`src/rtl/mult_iter_unit_if.sv`:
```
// mult_iter_unit_if: request/result bundle between the multiply-stage latch,
// the iterative multiplier and the writeback latch.
interface mult_iter_unit_if #(
    parameter int WIDTH = 32
);
    logic             start;
    logic             flush;
    logic [WIDTH-1:0] operand_A;
    logic [WIDTH-1:0] operand_B;
    logic [31:0]      reg_input;
    logic [31:0]      ins_input;
    logic             busy;
    logic             result_valid;
    logic [WIDTH-1:0] result;
    logic             overflow;
    logic [31:0]      reg_output;
    logic [31:0]      ins_output;

    modport master (
        output start, flush, operand_A, operand_B,
        output reg_input, ins_input,
        input  busy, result_valid, result, overflow,
        input  reg_output, ins_output
    );

    modport slave (
        input  start, flush, operand_A, operand_B,
        input  reg_input, ins_input,
        output busy, result_valid, result, overflow,
        output reg_output, ins_output
    );
endinterface

```
`src/rtl/mult_iter_unit.sv`:
```
// mult_iter_unit: iterative signed Booth multiplier, tag/instruction carried.
// Define MULT_RADIX4_EN for radix-4 Booth (WIDTH/2 steps instead of WIDTH).
module mult_iter_unit #(
    parameter int WIDTH = 32
) (
    input logic             clock,
    input logic             reset_n,
    mult_iter_unit_if.slave bus
);
`ifdef MULT_RADIX4_EN
    localparam int NSTEP = WIDTH / 2;
    localparam int SH    = 2;
`else
    localparam int NSTEP = WIDTH;
    localparam int SH    = 1;
`endif
    localparam int CW = $clog2(NSTEP + 1);
    // Two guard bits keep +/-2M and -(-2^(W-1)) exact in the upper half.
    localparam int HW = WIDTH + 2;

    typedef enum logic [1:0] {
        S_IDLE,
        S_RUN,
        S_DONE
    } state_t;

    state_t                  r_state;
    logic signed [HW-1:0]    r_acc;
    logic [WIDTH-1:0]        r_mq;
    logic                    r_qm1;
    logic [WIDTH-1:0]        r_mcand;
    logic [31:0]             r_tag;
    logic [31:0]             r_ins;
    logic [CW-1:0]           r_cnt;
    logic                    r_busy;
    logic                    r_valid;
    logic [WIDTH-1:0]        r_result;
    logic                    r_ovf;
    logic [31:0]             r_reg_out;
    logic [31:0]             r_ins_out;

    logic signed [HW-1:0]    w_m;
    logic signed [HW-1:0]    w_addend;
    logic signed [HW-1:0]    w_sum;
    logic signed [HW-1:0]    w_shift;
    logic [WIDTH-1:0]        w_mq_next;
    logic                    w_qm1_next;
    logic [2*WIDTH-1:0]      w_prod;
    logic [WIDTH:0]          w_top;
    logic                    w_ovf;
    logic                    w_last;

    assign w_m = {{2{r_mcand[WIDTH-1]}}, r_mcand};

    always_comb begin
        w_addend = '0;
`ifdef MULT_RADIX4_EN
        case ({r_mq[1:0], r_qm1})
            3'b001, 3'b010: w_addend = w_m;
            3'b011:         w_addend = w_m <<< 1;
            3'b100:         w_addend = -(w_m <<< 1);
            3'b101, 3'b110: w_addend = -w_m;
            default:        w_addend = '0;
        endcase
`else
        case ({r_mq[0], r_qm1})
            2'b01:   w_addend = w_m;
            2'b10:   w_addend = -w_m;
            default: w_addend = '0;
        endcase
`endif
    end

    assign w_sum      = r_acc + w_addend;
    assign w_shift    = w_sum >>> SH;
    assign w_mq_next  = {w_sum[SH-1:0], r_mq[WIDTH-1:SH]};
    assign w_qm1_next = r_mq[SH-1];
    assign w_prod     = {w_shift[WIDTH-1:0], w_mq_next};
    assign w_top      = w_prod[2*WIDTH-1:WIDTH-1];
    assign w_ovf      = (|w_top) && !(&w_top);
    assign w_last     = (r_cnt == CW'(NSTEP - 1));

    always_ff @(posedge clock or negedge reset_n) begin
        if (!reset_n) begin
            r_state   <= S_IDLE;
            r_acc     <= '0;
            r_mq      <= '0;
            r_qm1     <= 1'b0;
            r_mcand   <= '0;
            r_tag     <= '0;
            r_ins     <= '0;
            r_cnt     <= '0;
            r_busy    <= 1'b0;
            r_valid   <= 1'b0;
            r_result  <= '0;
            r_ovf     <= 1'b0;
            r_reg_out <= '0;
            r_ins_out <= '0;
        end else if (bus.flush) begin
            r_state   <= S_IDLE;
            r_cnt     <= '0;
            r_busy    <= 1'b0;
            r_valid   <= 1'b0;
            r_result  <= '0;
            r_ovf     <= 1'b0;
            r_reg_out <= '0;
            r_ins_out <= '0;
        end else begin
            case (r_state)
                S_IDLE, S_DONE: begin
                    r_valid <= 1'b0;
                    if (bus.start) begin
                        r_mcand <= bus.operand_A;
                        r_mq    <= bus.operand_B;
                        r_qm1   <= 1'b0;
                        r_tag   <= bus.reg_input;
                        r_ins   <= bus.ins_input;
                        r_acc   <= '0;
                        r_cnt   <= '0;
                        r_busy  <= 1'b1;
                        r_state <= S_RUN;
                    end else begin
                        r_state <= S_IDLE;
                    end
                end
                S_RUN: begin
                    r_acc <= w_shift;
                    r_mq  <= w_mq_next;
                    r_qm1 <= w_qm1_next;
                    r_cnt <= r_cnt + CW'(1);
                    if (w_last) begin
                        r_state   <= S_DONE;
                        r_busy    <= 1'b0;
                        r_valid   <= 1'b1;
                        r_result  <= w_prod[WIDTH-1:0];
                        r_ovf     <= w_ovf;
                        r_reg_out <= r_tag;
                        r_ins_out <= r_ins;
                    end
                end
                default: r_state <= S_IDLE;
            endcase
        end
    end

    assign bus.busy         = r_busy;
    assign bus.result_valid = r_valid;
    assign bus.result       = r_result;
    assign bus.overflow     = r_ovf;
    assign bus.reg_output   = r_reg_out;
    assign bus.ins_output   = r_ins_out;
endmodule

```
`src/flat_wrapper.sv`:
```
// flat-port wrapper written by rule: the top's interface ports become plain ports
module mult_iter_unit_flat 
#(
    parameter int WIDTH = 32
)
  (clock, reset_n, bus_start, bus_flush, bus_operand_A, bus_operand_B, bus_reg_input, bus_ins_input, bus_busy, bus_result_valid, bus_result, bus_overflow, bus_reg_output, bus_ins_output);
  mult_iter_unit_if #(.WIDTH(WIDTH)) bus_i ();
  input logic clock;
  input logic reset_n;
  input wire logic [$bits(bus_i.start)-1:0] bus_start;
  input wire logic [$bits(bus_i.flush)-1:0] bus_flush;
  input wire logic [$bits(bus_i.operand_A)-1:0] bus_operand_A;
  input wire logic [$bits(bus_i.operand_B)-1:0] bus_operand_B;
  input wire logic [$bits(bus_i.reg_input)-1:0] bus_reg_input;
  input wire logic [$bits(bus_i.ins_input)-1:0] bus_ins_input;
  output wire logic [$bits(bus_i.busy)-1:0] bus_busy;
  output wire logic [$bits(bus_i.result_valid)-1:0] bus_result_valid;
  output wire logic [$bits(bus_i.result)-1:0] bus_result;
  output wire logic [$bits(bus_i.overflow)-1:0] bus_overflow;
  output wire logic [$bits(bus_i.reg_output)-1:0] bus_reg_output;
  output wire logic [$bits(bus_i.ins_output)-1:0] bus_ins_output;
  assign bus_i.start = bus_start;
  assign bus_i.flush = bus_flush;
  assign bus_i.operand_A = bus_operand_A;
  assign bus_i.operand_B = bus_operand_B;
  assign bus_i.reg_input = bus_reg_input;
  assign bus_i.ins_input = bus_ins_input;
  assign bus_busy = bus_i.busy;
  assign bus_result_valid = bus_i.result_valid;
  assign bus_result = bus_i.result;
  assign bus_overflow = bus_i.overflow;
  assign bus_reg_output = bus_i.reg_output;
  assign bus_ins_output = bus_i.ins_output;
  mult_iter_unit #(.WIDTH(WIDTH)) u_core (.clock(clock), .reset_n(reset_n), .bus(bus_i));
endmodule
```
`config.mk`:
```
export PLATFORM = sky130hd
export DESIGN_NAME = mult_iter_unit_flat
export DESIGN_NICKNAME = d
export VERILOG_FILES = /design/src/rtl/mult_iter_unit_if.sv /design/src/rtl/mult_iter_unit.sv /design/src/flat_wrapper.sv
export SDC_FILE = /design/constraint.sdc
export NUM_CORES = 1
export LEC_CHECK = 0
export BUFFER_PORTS_ARGS = -buffer_cell sky130_fd_sc_hd__buf_4
export CAP_MARGIN = 20
export CORE_AREA = 5 5 197 180
export CTS_CLUSTER_SIZE = 14
export DETAILED_ROUTE_END_ITERATION = 7
export DIE_AREA = 0 0 202 185
export SETUP_SLACK_MARGIN = 0.3
export SLEW_MARGIN = 20
export SYNTH_ARGS = -nofsm -noshare
export SYNTH_HDL_FRONTEND = slang
export SYNTH_SLANG_ARGS = --single-unit
```
`constraint.sdc`:
```
create_clock -name clock -period 11.6 [get_ports clock]
set_clock_uncertainty 0.15 [all_clocks]
set_input_delay 1.16 -clock clock [delete_from_list [all_inputs] [get_ports clock]]
set_output_delay 1.16 -clock clock [all_outputs]
set_load 0.01 [all_outputs]
```
## Yosys cells after proc, flatten, opt, wreduce, memory -nomap -nowiden

Cells that the tools add are included.

| word-level totals | value |
|---|---|
| register bits | 270 |
| output and inout port bits | 99 |

| operators by class | value |
|---|---|
| bitwise logic cells | 1 |
| add/subtract/negate cells | 3 |
| muxes and demuxes | 33 |
| reduce and logical (&&, ||, !) cells | 16 |
| eq/ne operators | 8 |

Operator list:

| kind | number |
|---|---|
| $mux 32 | 10 |
| $pmux 34 s2 | 2 |
| $pmux 32 s2 | 1 |
| $add 34x34->34 | 1 |
| $mux 34 | 1 |
| $neg 32->34 | 1 |
| $reduce_and 33->1 | 1 |
| $reduce_or 33->1 | 1 |
| $mux 6 | 2 |
| $pmux 6 s2 | 1 |
| $mux 1 | 10 |
| $reduce_and 3->1 | 3 |
| $add 6x1->6 const B | 1 |
| $eq 6x5->1 const B | 1 |
| $pmux 1 s2 | 3 |
| $reduce_and 2->1 | 3 |
| $reduce_bool 2->1 | 3 |
| $eq 2x1->1 const B | 2 |
| $eq 2x2->1 const B | 2 |
| $mux 2 | 2 |
| $pmux 2 s2 | 1 |
| $ne 3x2->1 const B | 1 |
| $ne 3x3->1 const B | 1 |
| $reduce_bool 3->1 | 1 |
| 6 further kinds | 6 |

## Depth between registers and ports, before layout

| depth | value |
|---|---|
| depth after elaboration | 9 |
| mapped depth | 23 |
| depth with buffers taken out | 23 |

## Worst setup path after synthesis

OpenSTA, ideal clock, no wires.

| timing path | value |
|---|---|
| path kind | flip-flop to flip-flop |
| start | reg u_core.r_mcand[10] |
| end | reg u_core.r_ovf, in the netlist u_core.bus.overflow |
| arrival time | 4.622 ns |
| library setup time | 0.132 ns |
| stages on the path, launching flop included | 21 |
| data required time | 11.318 ns |
| clock period less this slack | 4.904 ns |
| path slack | 6.696 ns |
| cells stage by stage | dfrtp_1 > or4_1 > or2_1 > nor2_1 > nand2_1 > or2_2 > nor2_1 > xnor2_1 > a22oi_1 > nor2_1 > ha_1 > a21o_1 > a21o_1 > a221o_1 > nor3b_1 > a221oi_1 > xor2_1 > or4_1 > nor4_1 > and4_1 > a211oi_1 |

| on the way | value |
|---|---|
| longest elaborated chain between the ends | 9 |

RTL lines:

| item | line | RTL |
|---|---|---|
| from (decl) | mult_iter_unit.sv:31 | `logic [WIDTH-1:0] r_mcand;` |
| from (signal assigned) | mult_iter_unit.sv:113 | `r_mcand <= bus.operand_A;` |
| $neg 32->34 | mult_iter_unit.sv:68 | `2'b10: w_addend = -w_m;` |
| $pmux 34 s2 * | mult_iter_unit.sv:66 | `case ({r_mq[0], r_qm1})` |
| $add 34x34->34 * | mult_iter_unit.sv:74 | `assign w_sum = r_acc + w_addend;` |
| $reduce_and 33->1 | mult_iter_unit.sv:80 | `assign w_ovf = (\|w_top) && !(&w_top);` |
| $logic_not 1->1 | mult_iter_unit.sv:80 |  |
| $logic_and 1x1->1 * | mult_iter_unit.sv:80 |  |
| $mux 1 * | mult_iter_unit.sv:131 | `if (w_last) begin` |
| $mux 1 * | mult_iter_unit.sv:109 | `case (r_state)` |
| $mux 1 * | mult_iter_unit.sv:99 | `end else if (bus.flush) begin` |
| to (signal assigned) | mult_iter_unit.sv:136 | `r_ovf <= w_ovf;` |
| to (decl) | mult_iter_unit.sv:38 | `logic r_ovf;` |

Every way passes the cells marked *; elsewhere a longest branch is shown, timed or not. The select of a mux whose other input is x is not followed.
A chain may end at the register's enable or synchronous reset.

## Worst setup path in the final report

| timing path | value |
|---|---|
| start | reg u_core.r_mcand[2] |
| end | reg u_core.r_ovf, in the netlist u_core.bus.overflow |

Same word-level chain as after synthesis.

==> metrics.md <==
| Metric | Value |
|---|---|
| Clk root buf | clkbuf_16 |
| Routed wire length | around 35000 µm |
| Outcome | completed |
| Die Y-Extent | about 190 µm |
| Number of top-level pins | around 230 |
| Setup repair after global routing missed its margin | false |
| Die width | between 200 and 250 µm |
| Endpoint kind of the worst setup timing path | flip-flop |
| Ys flop type | dfrtp_1 |
| Routed len/inst | between 15 and 20 µm |
| Worst skew pair latency | around 0.59 ns |
| Crit-path slowest cell | or4_1 |
| Cell count after synthesis | 1185 |
| Cts repair resizes | 0 |
| Fraction of synthesis flops using an asynchronous set or reset pin | 100.0% |
| Achievable frequency | approximately 180 MHz |
| Cell family contributing the most delay on the critical path | simple AND/OR/NAND/NOR gates |
| Synth Area per Inst | 10.98 µm² |
| Tightest hold margin | roughly 0.33 ns |
| Startpoint kind of the worst setup timing path | flip-flop |
| Critical path depth in cells | 19 |
| Number of flops mapped to enable cells by yosys | 0 |
| Part of the power in combinational logic | 29.9% |
| Number of warnings printed during yosys synthesis | 0 |
| Pin count of the biggest net entering global routing | 93 |
| Syn Nets | between 1000 and 1500 |
| IR Drop Worst-Case VDD | about 130 µV |
| Portion of the post-synthesis area used by sequential elements | 51.73% |
| CTS Hold Bufs | 0 |
| Fin crit share | roughly half |
| Routed via count divided by cell count | between 5 and 6 |
| Hold Path Stages | 1 |
| Maximum cell stage delay along the critical path | ~0.60 ns |
| Die area | about 37000 µm² |
| Fin nets | approximately 1600 |
| Iteration-0 DRC Markers | around 500 |
| Switching power share of the total | around 34% |
| Placed Cells incl. Taps | 1786 |
| First-pass GRT wire length | approximately 57000 µm |
| Vias after detailed routing | slightly above 10000 |
| TritonCTS clock tree | built |
| Number of antenna violations at the first check in global routing | 0 |
| Worst reg-to-reg path cell count | 19 |
| Post-Syn Area | 13010 µm² |
| Core area | around 33000 µm² |
| Diode insertion count for antenna repair | 0 |
| Final Wtd Congestion | approximately 0.9 |
| Post-DRT Antenna Nets | 0 |
| Vias in the first global route | between 10000 and 15000 |
| Clock Path Buffers | 3 |
| Total GRT Usage | 18.58% |
| Startpoint-to-endpoint class of the critical path | flip-flop to flip-flop |
| Clock sinks | 269 |
| Count of state elements after synthesis | around 270 |
| DRC violations left | 0 |
| Critical-path cell list | or4_1 -> nor2_1 -> nand2_1 -> nor3_2 -> nand3b_1 -> nor3_1 -> xnor2_1 -> a22oi_1 -> nor2_1 -> ha_1 -> nand2_1 -> nor4_1 -> o21ai_1 -> a221oi_1 -> xor2_1 -> or4_1 -> nor4_1 -> and4_1 -> a211oi_1 |
| Power spent charging and discharging nets | about 1.1 mW |
| Number of buffer and inverter stages on the critical path | 0 |
| Cell variety after synth | 62 |
| P&R area growth vs syn | 24.62% |
| Final count of hold timing violations | 0 |
| Max Fanout on Critical Path | 6 |
| Proportion of power drawn by flip-flops and latches | between 30% and 40% |
| Worst Path Arrival | 5.86 ns |
| Max-capacitance violation count | 0 |
| DRT Pass-1 Iters | 5 |
| Summed area of non-filler cells in the final layout | roughly 16000 µm² |
| Leakage power figure | approximately 7.6 nW |
| Total power | 3.167 mW |
| Final-layout setup total negative slack | 0 ns |
| Number of standard cells in the layout, taps in and fillers out | about 1800 |
| Critical path required time | about 12 ns |
| Overflow left after global routing | 0 |
| Port Buffer Count | 230 |
| Number of rows created at floorplan | between 60 and 70 |
| Path type of the worst min-delay path | flip-flop to flip-flop |
| Max-Slew Margin vs Limit | between 30% and 40% |
| Layout cells sized above 1 | between 20% and 30% |
| Pins Over Slew Limit | 0 |
| H-tree lvl count | 1 |
| Setup-failing EPs final | 0 |
| Initial Util | approximately 40% |
| Post-placement cell area | about 15000 µm² |
| Clock input transition at the sequential cells of the worst setup and hold paths | 0.06 ns |
| Detailed placer's ending HPWL | about 24000 µm |
| CTS buffer count | 30 |
| Tightest Pin Transition | slightly above 1 ns |
| Buffer count from post-CTS setup fixing | 0 |
| Int Power | 2.096 mW |
| Minimum period implied by the final worst setup slack | approximately 5.6 ns |
| Portion of total power attributed to the clock network | approximately a third |
| Power per cell area | 195.3 nW/µm² |
## worst paths after layout
check                                               from                                    end  slack, ns
min in group asynchronous                        reset_n         u_core.r_mcand[24]$_DFFE_PN0P_       0.45
min                         u_core.r_ins[18]$_DFFE_PN0P_  u_core.bus.ins_output[18]$_DFFE_PN0P_       0.33
min reg2reg                 u_core.r_ins[18]$_DFFE_PN0P_  u_core.bus.ins_output[18]$_DFFE_PN0P_       0.33
max                        u_core.r_mcand[2]$_DFFE_PN0P_        u_core.bus.overflow$_DFFE_PN0P_       6.02
max in group asynchronous                        reset_n         u_core.r_mcand[14]$_DFFE_PN0P_       8.73
max reg2reg                u_core.r_mcand[2]$_DFFE_PN0P_        u_core.bus.overflow$_DFFE_PN0P_       6.02
## area by class of cell
type	instances	area, µm²
multi-input cells	830	6008
clock inverters	10	161.4
clock buffers	44	893.4
fillers	2995	17180
well taps	429	536.8
flip-flops and latches	269	6731
inverters	16	60.06
repair buffers	242	1824
## worst reg2reg max path, cell delays in order (launching register included)
cell      delay (ns)
dfrtp_1         0.44
or4_1           0.61
nor2_1          0.21
nand2_1         0.18
nor3_2          0.33
nand3b_1        0.26
nor3_1          0.24
xnor2_1         0.10
a22oi_1         0.15
nor2_1          0.06
ha_1            0.41
nand2_1         0.09
nor4_1          0.31
o21ai_1         0.17
a221oi_1        0.45
xor2_1          0.17
or4_1           0.56
nor4_1          0.29
and4_1          0.23
a211oi_1        0.05
## state kept, by name, summed over array words and instances (netlist names), 2 cells and up
name / flops
u_core.r_acc: 33
u_core.bus.ins_output: 32
u_core.bus.reg_output: 32
u_core.bus.result: 32
u_core.r_ins: 32
u_core.r_mcand: 32
u_core.r_mq: 32
u_core.r_tag: 32
u_core.r_cnt: 6
u_core.r_state: 2
## synthesized netlist by cell type, types with 4 or more instances
cell        n  share of area (%)
a211o_1     4               0.27
a211oi_1    8               0.46
a21o_1     19                1.1
a21oi_1    38                1.5
a22o_1    117                7.9
a22oi_1    26                1.5
a31oi_1    38                1.8
a32oi_1     6               0.40
and2_1      8               0.38
and3_1      4               0.19
and4_1      4               0.27
buf_2       4               0.15
clkbuf_1   63                1.8
dfrtp_1   269                 52
ha_1       37                3.6
inv_1      16               0.46
mux2_2     94                8.1
mux2i_1     4               0.31
nand2_1   108                3.1
nand2b_1    6               0.29
nand3_1    12               0.46
nand3b_1    8               0.46
nand4_1    11               0.53
nor2_1     97                2.8
nor2b_1     4               0.19
nor3_1     17               0.65
nor4_1     13               0.63
o211ai_1    4               0.23
o21a_1      6               0.35
o21ai_0    21               0.81
o21ai_1     8               0.31
o31ai_1     4               0.23
or2_2       5               0.24
or3_1       9               0.43
or4_1       6               0.35
xnor2_1    23                1.5
xor2_1     23                1.5
## power groups by stage
stage	Clock, mW	Sequential [mW]	Combinational, mW
after global placement	0	1.23	0.927
after CTS	1.03	1.22	0.944
final	1.00	1.22	0.946
after floorplan	0	1.19	0.715
after detailed placement	0	1.23	0.941
after global routing	1.07	1.24	1.06
## logic make-up after synthesis
kind of cell               count (synthesis)  share of synthesized area (%)
AOI/OAI and AO/OA                        324                          18.75
xor gates and xnor gates                  46                          3.096
adders and majority gates                 38                          3.712
buffers and inverters                     86                          2.519
DFF                                      269                          51.73
muxes                                     99                          8.529
and+or+nand+nor                          323                          11.66
## layer usage
metal  part of all wire (%)  track usage [%]  wire length, µm
met4                    1.7            3.636              607
met5                      0                0                0
met3                    8.7            6.250             3038
met1                     46            25.66            16000
met2                     44            28.93            15440
## metrics by stage
step                utilization [%]  setup WS (ns)
floorplan                         -          6.696
global placement              45.39          6.267
detailed placement            45.39          6.057
CTS                           48.55          5.992
global route                  48.56          5.502
finish                        48.56          6.021
## cells in the final DEF, fill, tap and decap left out, types with 4 or more instances in the layout
cell type	netlist	layout
and2_1	8	7
a211oi_1	8	8
nand2_1	108	108
nand4_1	11	11
a21oi_1	38	37
clkbuf_1	63	5
o21ai_1	8	8
o21ai_0	21	21
o31ai_1	4	4
xnor2_1	23	23
a211o_1	4	4
or3_1	9	9
a22oi_1	26	26
a21o_1	19	19
o211ai_1	4	4
ha_1	37	36
mux2_2	94	94
dfrtp_1	269	269
nor2_1	97	94
clkbuf_8	0	9
and4_1	4	4
or2_2	5	5
a32oi_1	6	6
nand2b_1	6	6
nor3_1	17	17
nand3b_1	8	8
nor4_1	13	13
or4_1	6	6
nand3_1	12	12
a22o_1	117	117
clkbuf_16	0	30
buf_4	0	241
inv_1	16	16
a31oi_1	38	38
o21a_1	6	6
mux2i_1	4	4
xor2_1	23	23
and3_1	4	4
No activity file was read; power rests on OpenSTA's default activity.
